`src/rtl/rv32i_defines.sv`:
```
// Shared types and encodings for the multicycle RV32I controller: FSM states,
// datapath mux selects, ALU operations, opcodes and branch funct3 values.
package rv32i_defines;

    typedef enum logic [3:0] {
        S_FETCH    = 4'h0,
        S_DECODE   = 4'h1,
        S_MEMADR   = 4'h2,
        S_MEMREAD  = 4'h3,
        S_MEMWB    = 4'h4,
        S_MEMWRITE = 4'h5,
        S_EXECUTER = 4'h6,
        S_EXECUTEI = 4'h7,
        S_ALUWB    = 4'h8,
        S_JAL      = 4'h9,
        S_JALR     = 4'hA,
        S_BRANCH   = 4'hB,
        S_LUI      = 4'hC,
        S_ERROR    = 4'hF
    } ctrl_state_t;

    typedef enum logic [1:0] {
        ALU_ADD    = 2'd0,
        ALU_SUB    = 2'd1,
        ALU_FUNCT  = 2'd2,
        ALU_PASS_B = 2'd3
    } alu_op_t;

    typedef enum logic [1:0] {
        SRC_A_PC     = 2'd0,
        SRC_A_PC_OLD = 2'd1,
        SRC_A_RS1    = 2'd2
    } alu_src_a_t;

    typedef enum logic [1:0] {
        SRC_B_RS2  = 2'd0,
        SRC_B_IMM  = 2'd1,
        SRC_B_FOUR = 2'd2
    } alu_src_b_t;

    typedef enum logic [1:0] {
        RES_ALU      = 2'd0,
        RES_MEM_DATA = 2'd1,
        RES_ALU_LAST = 2'd2
    } result_src_t;

    localparam logic [6:0] OP_LOAD   = 7'b0000011;
    localparam logic [6:0] OP_STORE  = 7'b0100011;
    localparam logic [6:0] OP_R      = 7'b0110011;
    localparam logic [6:0] OP_I      = 7'b0010011;
    localparam logic [6:0] OP_JAL    = 7'b1101111;
    localparam logic [6:0] OP_JALR   = 7'b1100111;
    localparam logic [6:0] OP_BRANCH = 7'b1100011;
    localparam logic [6:0] OP_LUI    = 7'b0110111;
    localparam logic [6:0] OP_AUIPC  = 7'b0010111;

    localparam logic [2:0] F3_BEQ  = 3'b000;
    localparam logic [2:0] F3_BNE  = 3'b001;
    localparam logic [2:0] F3_BLT  = 3'b100;
    localparam logic [2:0] F3_BGE  = 3'b101;
    localparam logic [2:0] F3_BLTU = 3'b110;
    localparam logic [2:0] F3_BGEU = 3'b111;

    // States that hold a memory request open until mem_ready
    function automatic logic is_wait_state(input ctrl_state_t s);
        return (s == S_FETCH) || (s == S_MEMREAD) || (s == S_MEMWRITE);
    endfunction

endpackage

```
`src/rtl/rv32i_branch_cond.sv`:
```
// Branch resolution: maps the branch funct3 and the ALU compare flags to taken.
module rv32i_branch_cond
    import rv32i_defines::*;
(
    input  logic [2:0] funct3,
    input  logic       equal,
    input  logic       lt,
    input  logic       ltu,
    output logic       taken
);

    always_comb begin
        taken = 1'b0;
        case (funct3)
            F3_BEQ:  taken = equal;
            F3_BNE:  taken = !equal;
            F3_BLT:  taken = lt;
            F3_BGE:  taken = !lt;
            F3_BLTU: taken = ltu;
            F3_BGEU: taken = !ltu;
            default: taken = 1'b0;
        endcase
    end

endmodule

```
`src/rtl/rv32i_multicycle_controller.sv`:
```
// Main control FSM of the multicycle RV32I core with mem_req/mem_ready handshake and wait timeout.
// Define RV32I_CTRL_ILLEGAL_TRAP_EN to send unrecognised opcodes to S_ERROR instead of retiring them as NOPs.
module rv32i_multicycle_controller
    import rv32i_defines::*;
#(
    parameter int CNT_W   = 32,
    parameter int TIMEOUT = 255,
    parameter int TMO_W   = 8
) (
    input  logic             clk,
    input  logic             rst,
    input  logic             ena,
    input  logic [6:0]       op,
    input  logic [2:0]       funct3,
    input  logic             mem_ready,
    input  logic             equal,
    input  logic             lt,
    input  logic             ltu,
    output logic             mem_req,
    output logic             mem_wr_ena,
    output logic             mem_src,
    output logic             ir_write,
    output logic             pc_ena,
    output logic             reg_write,
    output logic             alu_ena,
    output logic             mem_data_ena,
    output alu_src_a_t       alu_src_a,
    output alu_src_b_t       alu_src_b,
    output alu_op_t          alu_op,
    output result_src_t      result_src,
    output logic [CNT_W-1:0] instructions_completed,
    output logic [3:0]       state_dbg,
    output logic             error
);

    ctrl_state_t      state;
    ctrl_state_t      next_state;
    logic [TMO_W-1:0] wait_cnt;
    logic             taken;
    logic             waiting;
    logic             timed_out;

    rv32i_branch_cond u_branch_cond (
        .funct3 (funct3),
        .equal  (equal),
        .lt     (lt),
        .ltu    (ltu),
        .taken  (taken)
    );

    // A completing access (mem_ready=1) always wins over the timeout
    assign waiting   = is_wait_state(state) && !mem_ready;
    assign timed_out = (TIMEOUT != 0) && waiting && (wait_cnt == TMO_W'(TIMEOUT));
    assign state_dbg = state;

    always_comb begin
        next_state = state;
        case (state)
            S_FETCH: begin
                if (timed_out)      next_state = S_ERROR;
                else if (mem_ready) next_state = S_DECODE;
            end
            S_DECODE: begin
                case (op)
                    OP_LOAD, OP_STORE: next_state = S_MEMADR;
                    OP_R:              next_state = S_EXECUTER;
                    OP_I:              next_state = S_EXECUTEI;
                    OP_JAL:            next_state = S_JAL;
                    OP_JALR:           next_state = S_JALR;
                    OP_BRANCH:         next_state = S_BRANCH;
                    OP_LUI:            next_state = S_LUI;
                    OP_AUIPC:          next_state = S_ALUWB;
`ifdef RV32I_CTRL_ILLEGAL_TRAP_EN
                    default:           next_state = S_ERROR;
`else
                    default:           next_state = S_FETCH;
`endif
                endcase
            end
            S_MEMADR:   next_state = (op == OP_STORE) ? S_MEMWRITE : S_MEMREAD;
            S_MEMREAD: begin
                if (timed_out)      next_state = S_ERROR;
                else if (mem_ready) next_state = S_MEMWB;
            end
            S_MEMWB:    next_state = S_FETCH;
            S_MEMWRITE: begin
                if (timed_out)      next_state = S_ERROR;
                else if (mem_ready) next_state = S_FETCH;
            end
            S_EXECUTER: next_state = S_ALUWB;
            S_EXECUTEI: next_state = S_ALUWB;
            S_LUI:      next_state = S_ALUWB;
            S_ALUWB:    next_state = S_FETCH;
            S_JALR:     next_state = S_JAL;
            S_JAL:      next_state = S_ALUWB;
            S_BRANCH:   next_state = S_FETCH;
            S_ERROR:    next_state = S_ERROR;
            default:    next_state = S_ERROR;
        endcase
    end

    // Every return to S_FETCH from another state is a retired instruction
    always_ff @(posedge clk or posedge rst) begin
        if (rst) begin
            state                  <= S_FETCH;
            wait_cnt               <= '0;
            instructions_completed <= '0;
            error                  <= 1'b0;
        end else if (ena) begin
            state <= next_state;
            error <= (next_state == S_ERROR);
            if (next_state != state)
                wait_cnt <= '0;
            else if (waiting && (wait_cnt != '1))
                wait_cnt <= wait_cnt + 1'b1;
            if ((next_state == S_FETCH) && (state != S_FETCH))
                instructions_completed <= instructions_completed + 1'b1;
        end
    end

    always_comb begin
        mem_req      = 1'b0;
        mem_wr_ena   = 1'b0;
        mem_src      = 1'b0;
        ir_write     = 1'b0;
        pc_ena       = 1'b0;
        reg_write    = 1'b0;
        alu_ena      = 1'b0;
        mem_data_ena = 1'b0;
        alu_src_a    = SRC_A_PC;
        alu_src_b    = SRC_B_RS2;
        alu_op       = ALU_ADD;
        result_src   = RES_ALU;
        case (state)
            S_FETCH: begin
                mem_req   = 1'b1;
                alu_src_b = SRC_B_FOUR;
                ir_write  = mem_ready;
                pc_ena    = mem_ready;
            end
            S_DECODE: begin
                alu_src_a = SRC_A_PC_OLD;
                alu_src_b = SRC_B_IMM;
                alu_ena   = 1'b1;
            end
            S_MEMADR, S_JALR: begin
                alu_src_a = SRC_A_RS1;
                alu_src_b = SRC_B_IMM;
                alu_ena   = 1'b1;
            end
            S_MEMREAD: begin
                mem_req      = 1'b1;
                mem_src      = 1'b1;
                mem_data_ena = mem_ready;
            end
            S_MEMWB: begin
                reg_write  = 1'b1;
                result_src = RES_MEM_DATA;
            end
            S_MEMWRITE: begin
                mem_req    = 1'b1;
                mem_wr_ena = 1'b1;
                mem_src    = 1'b1;
            end
            S_EXECUTER: begin
                alu_src_a = SRC_A_RS1;
                alu_src_b = SRC_B_RS2;
                alu_op    = ALU_FUNCT;
                alu_ena   = 1'b1;
            end
            S_EXECUTEI: begin
                alu_src_a = SRC_A_RS1;
                alu_src_b = SRC_B_IMM;
                alu_op    = ALU_FUNCT;
                alu_ena   = 1'b1;
            end
            S_LUI: begin
                alu_src_b = SRC_B_IMM;
                alu_op    = ALU_PASS_B;
                alu_ena   = 1'b1;
            end
            S_ALUWB: begin
                reg_write  = 1'b1;
                result_src = RES_ALU_LAST;
            end
            // PC takes the jump target while the ALU forms the link address PC_old+4
            S_JAL: begin
                pc_ena     = 1'b1;
                result_src = RES_ALU_LAST;
                alu_src_a  = SRC_A_PC_OLD;
                alu_src_b  = SRC_B_FOUR;
                alu_ena    = 1'b1;
            end
            S_BRANCH: begin
                alu_src_a  = SRC_A_RS1;
                alu_src_b  = SRC_B_RS2;
                alu_op     = ALU_SUB;
                pc_ena     = taken;
                result_src = RES_ALU_LAST;
            end
            default: begin
            end
        endcase
        if (!ena) begin
            mem_req      = 1'b0;
            mem_wr_ena   = 1'b0;
            ir_write     = 1'b0;
            pc_ena       = 1'b0;
            reg_write    = 1'b0;
            alu_ena      = 1'b0;
            mem_data_ena = 1'b0;
        end
    end

endmodule

```
`config.mk`:
```
export PLATFORM = sky130hd
export DESIGN_NAME = rv32i_multicycle_controller
export DESIGN_NICKNAME = d
export VERILOG_FILES = /design/src/rtl/rv32i_defines.sv /design/src/rtl/rv32i_branch_cond.sv /design/src/rtl/rv32i_multicycle_controller.sv
export SDC_FILE = /design/constraint.sdc
export NUM_CORES = 1
export LEC_CHECK = 0
export CAP_MARGIN = 20
export CELL_PAD_IN_SITES_DETAIL_PLACEMENT = 1
export CELL_PAD_IN_SITES_GLOBAL_PLACEMENT = 1
export CORE_UTILIZATION = 40
export DETAILED_ROUTE_END_ITERATION = 16
export HOLD_SLACK_MARGIN = 0.06
export MAX_ROUTING_LAYER = met4
export PLACE_DENSITY_LB_ADDON = 0.1
export SLEW_MARGIN = 20
export SYNTH_ARGS = -nofsm -noshare
export SYNTH_HDL_FRONTEND = slang
export SYNTH_HIERARCHICAL = 1
export SYNTH_SLANG_ARGS = --single-unit
```
`constraint.sdc`:
```
create_clock -name clk -period 6.65 [get_ports clk]
set_input_delay 1.995 -clock clk [delete_from_list [all_inputs] [get_ports clk]]
set_output_delay 1.995 -clock clk [all_outputs]
set_load 0.02 [all_outputs]
```
* Word-level counts from Yosys, hierarchy flattened *
Index checks and enable logic that the tools add are counted.

operators by class
  add/sub/neg operators = 2
  equal/unequal tests = 30
  multiplexer cells = 31
  reduce and logical (&&, ||, !) cells = 30

operators with widths
  kind                                                                   count
  4-bit case mux with 8 select lines                                     2
  32-bit by 1-bit adder with 32-bit output, second input constant        1
  4-bit equality test, second input constant                             6
  4-bit two-way mux                                                      6
  7-bit by 6-bit equality test with 1-bit output, second input constant  3
  7-bit equality test, second input constant                             3
  4-bit by 3-bit equality test with 1-bit output, second input constant  4
  8-bit two-way mux                                                      2
  7-bit by 5-bit equality test with 1-bit output, second input constant  2
  1-bit two-way mux                                                      14
  3-bit equality test, second input constant                             4
  2-bit case mux with 2 select lines                                     3
  2-bit OR reduction                                                     6
  5-bit OR reduction                                                     2
  3-bit OR reduction                                                     3
  8-bit by 1-bit adder with 8-bit output, second input constant          1
  4-bit by 2-bit equality test with 1-bit output, second input constant  2
  8-bit equality test, second input constant                             1
  4-bit logical NOT                                                      2
  8-bit != test, second input constant                                   1
  7-bit by 2-bit equality test with 1-bit output, second input constant  1
  7-bit OR reduction                                                     1
  1-bit case mux with 6 select lines                                     1
  2-bit case mux with 3 select lines                                     1
  other kinds (13)                                                       21

storage, ports and cells
  register bits after elaboration = 45
  bits of input ports = 17
  output and inout port bits = 53

* Longest topological paths before layout *
  depth in word-level cells = 10
  depth in mapped cells = 10
  gate-level depth less buffers = 8

* Modules after synthesis *
Netlist, hierarchy kept.

modules (own cells, without submodules)
  module                       instances  cells an instance  area an instance (um^2)  sequential area each (um^2)
  rv32i_multicycle_controller  1          325                2900.3                   1126.1
  rv32i_branch_cond            1          5                  40.0                     0.0

* Worst setup path after synthesis *
No wires, ideal clock.

  kind = input to output
  from = in ena
  to = out mem_wr_ena
  arrival time = 3150 ps
  data required time = 4655 ps
  slack = 1505 ps
  stages on the path = 4
  path buffers = 2
  path through = inv_1 clkbuf_1 buf_1 nor4_1

on the way
  cells in the longest elaborated chain, start to end = 1

RTL lines
  what               line                                text
  start, declared    rv32i_multicycle_controller.sv:12   input logic ena,
  1-bit two-way mux  rv32i_multicycle_controller.sv:204  if (!ena) begin
  end, declared      rv32i_multicycle_controller.sv:20   output logic mem_wr_ena,

No other way between the ends.

* Final worst setup path *
  from = in funct3[1]
  to = out pc_ena

on the way
  cells in the longest elaborated chain, start to end = 4

RTL lines
  what                                         line                                text
  start, declared                              rv32i_multicycle_controller.sv:14   input logic [2:0] funct3,
  3-bit equality test (tied with other cells)  rv32i_branch_cond.sv:14             case (funct3)
  1-bit case mux with 6 select lines *         rv32i_branch_cond.sv:14
  via taken                                    rv32i_multicycle_controller.sv:39   logic taken;
  1-bit case mux with 3 select lines *         rv32i_multicycle_controller.sv:134  case (state)
  1-bit two-way mux *                          rv32i_multicycle_controller.sv:204
  end, declared                                rv32i_multicycle_controller.sv:23   output logic pc_ena,

The timed path passes the listed nets; every way through them passes the cells marked *.

==> results.md <==
| Parameter | Reported | Unit |
|---|---|---|
| Status | finished, final reports clean | - |
| Hold Buf Count CTS | 0 | - |
| Routed Wire Length | 7940 | um |
| Peak clock frequency supported by timing | 168 | MHz |
| Vias in the first global route | 2847 | - |
| Ports placed on the boundary | 70 | - |
| Power density cells | 305 | nW/um^2 |
| Maximum level of the CTS H-tree | 2 | - |
| Routed length per placed instance | 16.3 | um |
| Total count of hold-check failures in the final report | 0 | - |
| Initial core utilization | 42.3 | % |
| Site Rows | 30 | - |
| Post-placement cell count | 480 | - |
| Post-route non-filler standard cell count | 486 | - |
| Total number of vias | 2773 | - |
| Overall die area | 7700 | sq um |
| Largest clock skew in the final design | 0.0112 | ns |
| Relative area change from synthesis to final layout | 27.4 | % |
| Flip-flop and latch count after synthesis | 45 | - |
| Total leakage power | 1.52 | nW |
| Global-route wire length before repair | 13400 | um |
| Synth warn | 6 | - |
| Clock-pin slew on the worst setup and hold paths | 0.08 | ns |
| Setup Total Neg Slack | 0 | ns |
| Max-cap violations | 0 | - |
| Clock period minus worst slack | 5.96 | ns |
| Clock tree root driver cell | sky130_fd_sc_hd__clkbuf_8 | - |
| Residual antenna-violating net count after detailed routing | 0 | - |
| Syn Std Cell Area | 2940 | sq um |
| Number of buffers added by the clock tree synthesis step | 5 | - |
| Final weighted congestion in routability-driven placement | 0.824 | - |
| PortBufs | 69 | - |
| Overall die width | 87.7 | um |
| Area share of the largest cell type after synthesis | 38.3 | % |
| Critical-path maximum fanout | 2 | - |
| Worst hold-check path type | reg2reg | - |
| Share of async-settable or async-resettable flops after synthesis | 100 | % |
| Later-pin clock latency in the skew report | 0.30 | ns |
| Seq/Total Area, Yosys | 38.3 | % |
| Placeable Area | 6940 | sq um |
| Resized cells post-CTS | 0 | - |
| Gr ovfl total | 0 | - |
| Via/cell ratio | 5.71 | - |
| Number of unique standard cell types used by synthesis | 57 | - |
| Power after layout | 1.14 | mW |
| Count of flip-flops with a built-in enable after synthesis | 0 | - |
| Max rail drop VDD | 0.187 | mV |
| Number of nets in the layout | 410 | - |
| Predominant post-synthesis flop cell | sky130_fd_sc_hd__dfrtp_1 | - |
| Total setup buffers inserted after CTS | 0 | - |
| Avg Synthesized Cell Area | 8.91 | sq um |
| Transition time at the pin with the least slew margin | 0.828 | ns |
| Worst slew margin | 44.3 | % |
| Final slew viol count | 0 | - |
| Initial antenna violation count | 0 | - |
| Nature of the critical path startpoint | input pin | - |
| DRC violation total after the first TritonRoute iteration | 117 | - |
| CTS tree | done | - |
| Net count of the mapped netlist | 349 | - |
| Largest cells by area after synthesis | sky130_fd_sc_hd__dfrtp_1, sky130_fd_sc_hd__xnor2_1, sky130_fd_sc_hd__nand4_1 | - |
| Arrival time at the worst endpoint | 3.96 | ns |
| Maximum buffer depth of the clock tree | 2 | - |
| Maximum number of pins on one net before global-route repair | 46 | - |
| Register-to-register setup slack | 3.53 | ns |
| Antenna Cells | 0 | - |
| Fraction of layout cells with a size suffix above 1 | 5.90 | % |
| Final cycle utilization of the critical path | 89.6 | % |
| Detailed Routing Iterations Pass 1 | 4 | - |
| Clock tree sinks | 45 | - |
| DRC violation count after routing | 0 | - |
| Setup repair after global routing missed its margin | no | - |
| Crit Path Class | in2out | - |
| Dominant cell type by area after synthesis | sky130_fd_sc_hd__dfrtp_1 | - |
| HPWL after detailed placement | 5650 | um |
| Global-route usage over all layers | 22.5 | % |
| Crit path required time | 4.66 | ns |
| Count of mapped cells out of synthesis | 330 | - |
| Capturing element type of the critical path | output pin | - |
| Chip height | 87.7 | um |
| Total setup violations reported at the end of the flow | 0 | - |
## per-stage QoR
| step | area (sq um) | utilization (%) | hold WS [ns] | setup slack [ns] |
|---|---|---|---|---|
| 2_1_floorplan | 2940 | - | 0.489 | 1.51 |
| 3_3_place_gp | 3670 | 52.9 | 0.479 | 0.708 |
| 3_5_place_dp | 3670 | 52.9 | 0.488 | 0.671 |
| 4_1_cts | 3750 | 53.9 | 0.508 | 0.664 |
| 5_1_grt | 3750 | 53.9 | 0.520 | 0.542 |
| 6_report | 3750 | 53.9 | 0.498 | 0.691 |
## sequential cells by signal, summed over array words and instances (netlist names)
| signal | count |
|---|---|
| instructions_completed | 32 |
| state_dbg | 4 |
| error | 1 |
| wait_cnt | 8 |
## layout make-up
type / instances / area (sq um)
Clock inverter: 1 / 5.00
Inverter: 10 / 37.5
Multi-Input combinational cell: 255 / 1660
Fill cell: 805 / 3200
Tap cell: 96 / 120
Clock buffer: 5 / 68.8
Sequential cell: 45 / 1130
Timing Repair Buffer: 74 / 728
## synth_stat cells, types with 2 or more instances
library cell	n
sky130_fd_sc_hd__or4b_1	2
sky130_fd_sc_hd__and2_1	5
sky130_fd_sc_hd__nor4b_1	7
sky130_fd_sc_hd__xnor2_1	32
sky130_fd_sc_hd__nor2_1	25
sky130_fd_sc_hd__nand2_1	21
sky130_fd_sc_hd__nand3b_1	2
sky130_fd_sc_hd__ha_1	2
sky130_fd_sc_hd__buf_2	2
sky130_fd_sc_hd__a211o_1	4
sky130_fd_sc_hd__buf_1	6
sky130_fd_sc_hd__and4_1	6
sky130_fd_sc_hd__dfrtp_1	45
sky130_fd_sc_hd__buf_6	5
sky130_fd_sc_hd__xor2_1	3
sky130_fd_sc_hd__inv_1	10
sky130_fd_sc_hd__a21oi_1	14
sky130_fd_sc_hd__or3_1	2
sky130_fd_sc_hd__a41oi_1	2
sky130_fd_sc_hd__nand4_2	2
sky130_fd_sc_hd__nand4_1	17
sky130_fd_sc_hd__o21a_1	2
sky130_fd_sc_hd__and3_1	16
sky130_fd_sc_hd__or2_2	2
sky130_fd_sc_hd__nand2b_1	4
sky130_fd_sc_hd__a32oi_1	2
sky130_fd_sc_hd__nor4_1	5
sky130_fd_sc_hd__a211oi_1	2
sky130_fd_sc_hd__a31oi_1	2
sky130_fd_sc_hd__nand3_2	2
sky130_fd_sc_hd__nor2b_1	7
sky130_fd_sc_hd__o21ai_0	7
sky130_fd_sc_hd__nand3_1	21
sky130_fd_sc_hd__nor3_1	16
sky130_fd_sc_hd__clkbuf_1	6
## routing by layer
layer	track usage [%]	wire, um	vias up
li1	-	-	1325
met4	4.77	33	0
met5	-	0	-
met2	37.2	3790	49
met3	3.39	220	6
met1	29.3	3890	1393
## worst max-delay path: stages
cell	delay [ns]
sky130_fd_sc_hd__clkdlybuf4s50_1	0.50
sky130_fd_sc_hd__mux2i_1	0.22
sky130_fd_sc_hd__xnor2_1	0.14
sky130_fd_sc_hd__a21o_1	0.13
sky130_fd_sc_hd__nand2b_1	0.09
sky130_fd_sc_hd__a32oi_1	0.09
sky130_fd_sc_hd__nor3_1	0.16
sky130_fd_sc_hd__clkdlybuf4s50_1	0.63
## report_power, final
group          total, mW  internal [mW]  switching [mW]
clock              0.159         0.0693          0.0897
combinational      0.598          0.241           0.357
sequential         0.386          0.304          0.0824
total               1.14          0.614           0.529
## cells in the final DEF, fill, tap and decap left out, types with 3 or more instances in the layout
cell type                          n
sky130_fd_sc_hd__and2_1            5
sky130_fd_sc_hd__and3_1           16
sky130_fd_sc_hd__a211o_1           4
sky130_fd_sc_hd__nand2_1          21
sky130_fd_sc_hd__o21ai_0           7
sky130_fd_sc_hd__nor2_1           25
sky130_fd_sc_hd__nand4_1          17
sky130_fd_sc_hd__nor4_1            5
sky130_fd_sc_hd__nand3_1          21
sky130_fd_sc_hd__clkbuf_8          5
sky130_fd_sc_hd__and4_1            6
sky130_fd_sc_hd__dfrtp_1          45
sky130_fd_sc_hd__nand2b_1          4
sky130_fd_sc_hd__xnor2_1          32
sky130_fd_sc_hd__nor3_1           16
sky130_fd_sc_hd__clkdlybuf4s50_1  69
sky130_fd_sc_hd__inv_1             9
sky130_fd_sc_hd__buf_4             5
sky130_fd_sc_hd__nor4b_1           7
sky130_fd_sc_hd__xor2_1            3
sky130_fd_sc_hd__nor2b_1           7
sky130_fd_sc_hd__a21oi_1          14
## cell families after synthesis
logic type | count (synthesis) | synth area share, %
xor gates and xnor gates | 35 | 10.4
adders and majority gates | 2 | 0.851
muxes | 2 | 0.723
and+or+nand+nor | 167 | 32.8
DFF | 45 | 38.3
buffers and inverters | 30 | 5.23
AOI/OAI and AO/OA | 49 | 11.7
## final timing paths
check | cells after the start | end | startpoint
min | 1 | instructions_completed[10] | instructions_completed[10]
min in group asynchronous | 3 | state_dbg[0] | rst
min reg2reg | 1 | instructions_completed[10] | instructions_completed[10]
max in group asynchronous | 3 | wait_cnt[7] | rst
max reg2reg | 7 | wait_cnt[5] | state_dbg[0]
max | 8 | pc_ena | funct3[1]
(Power assumes the default switching activity.)
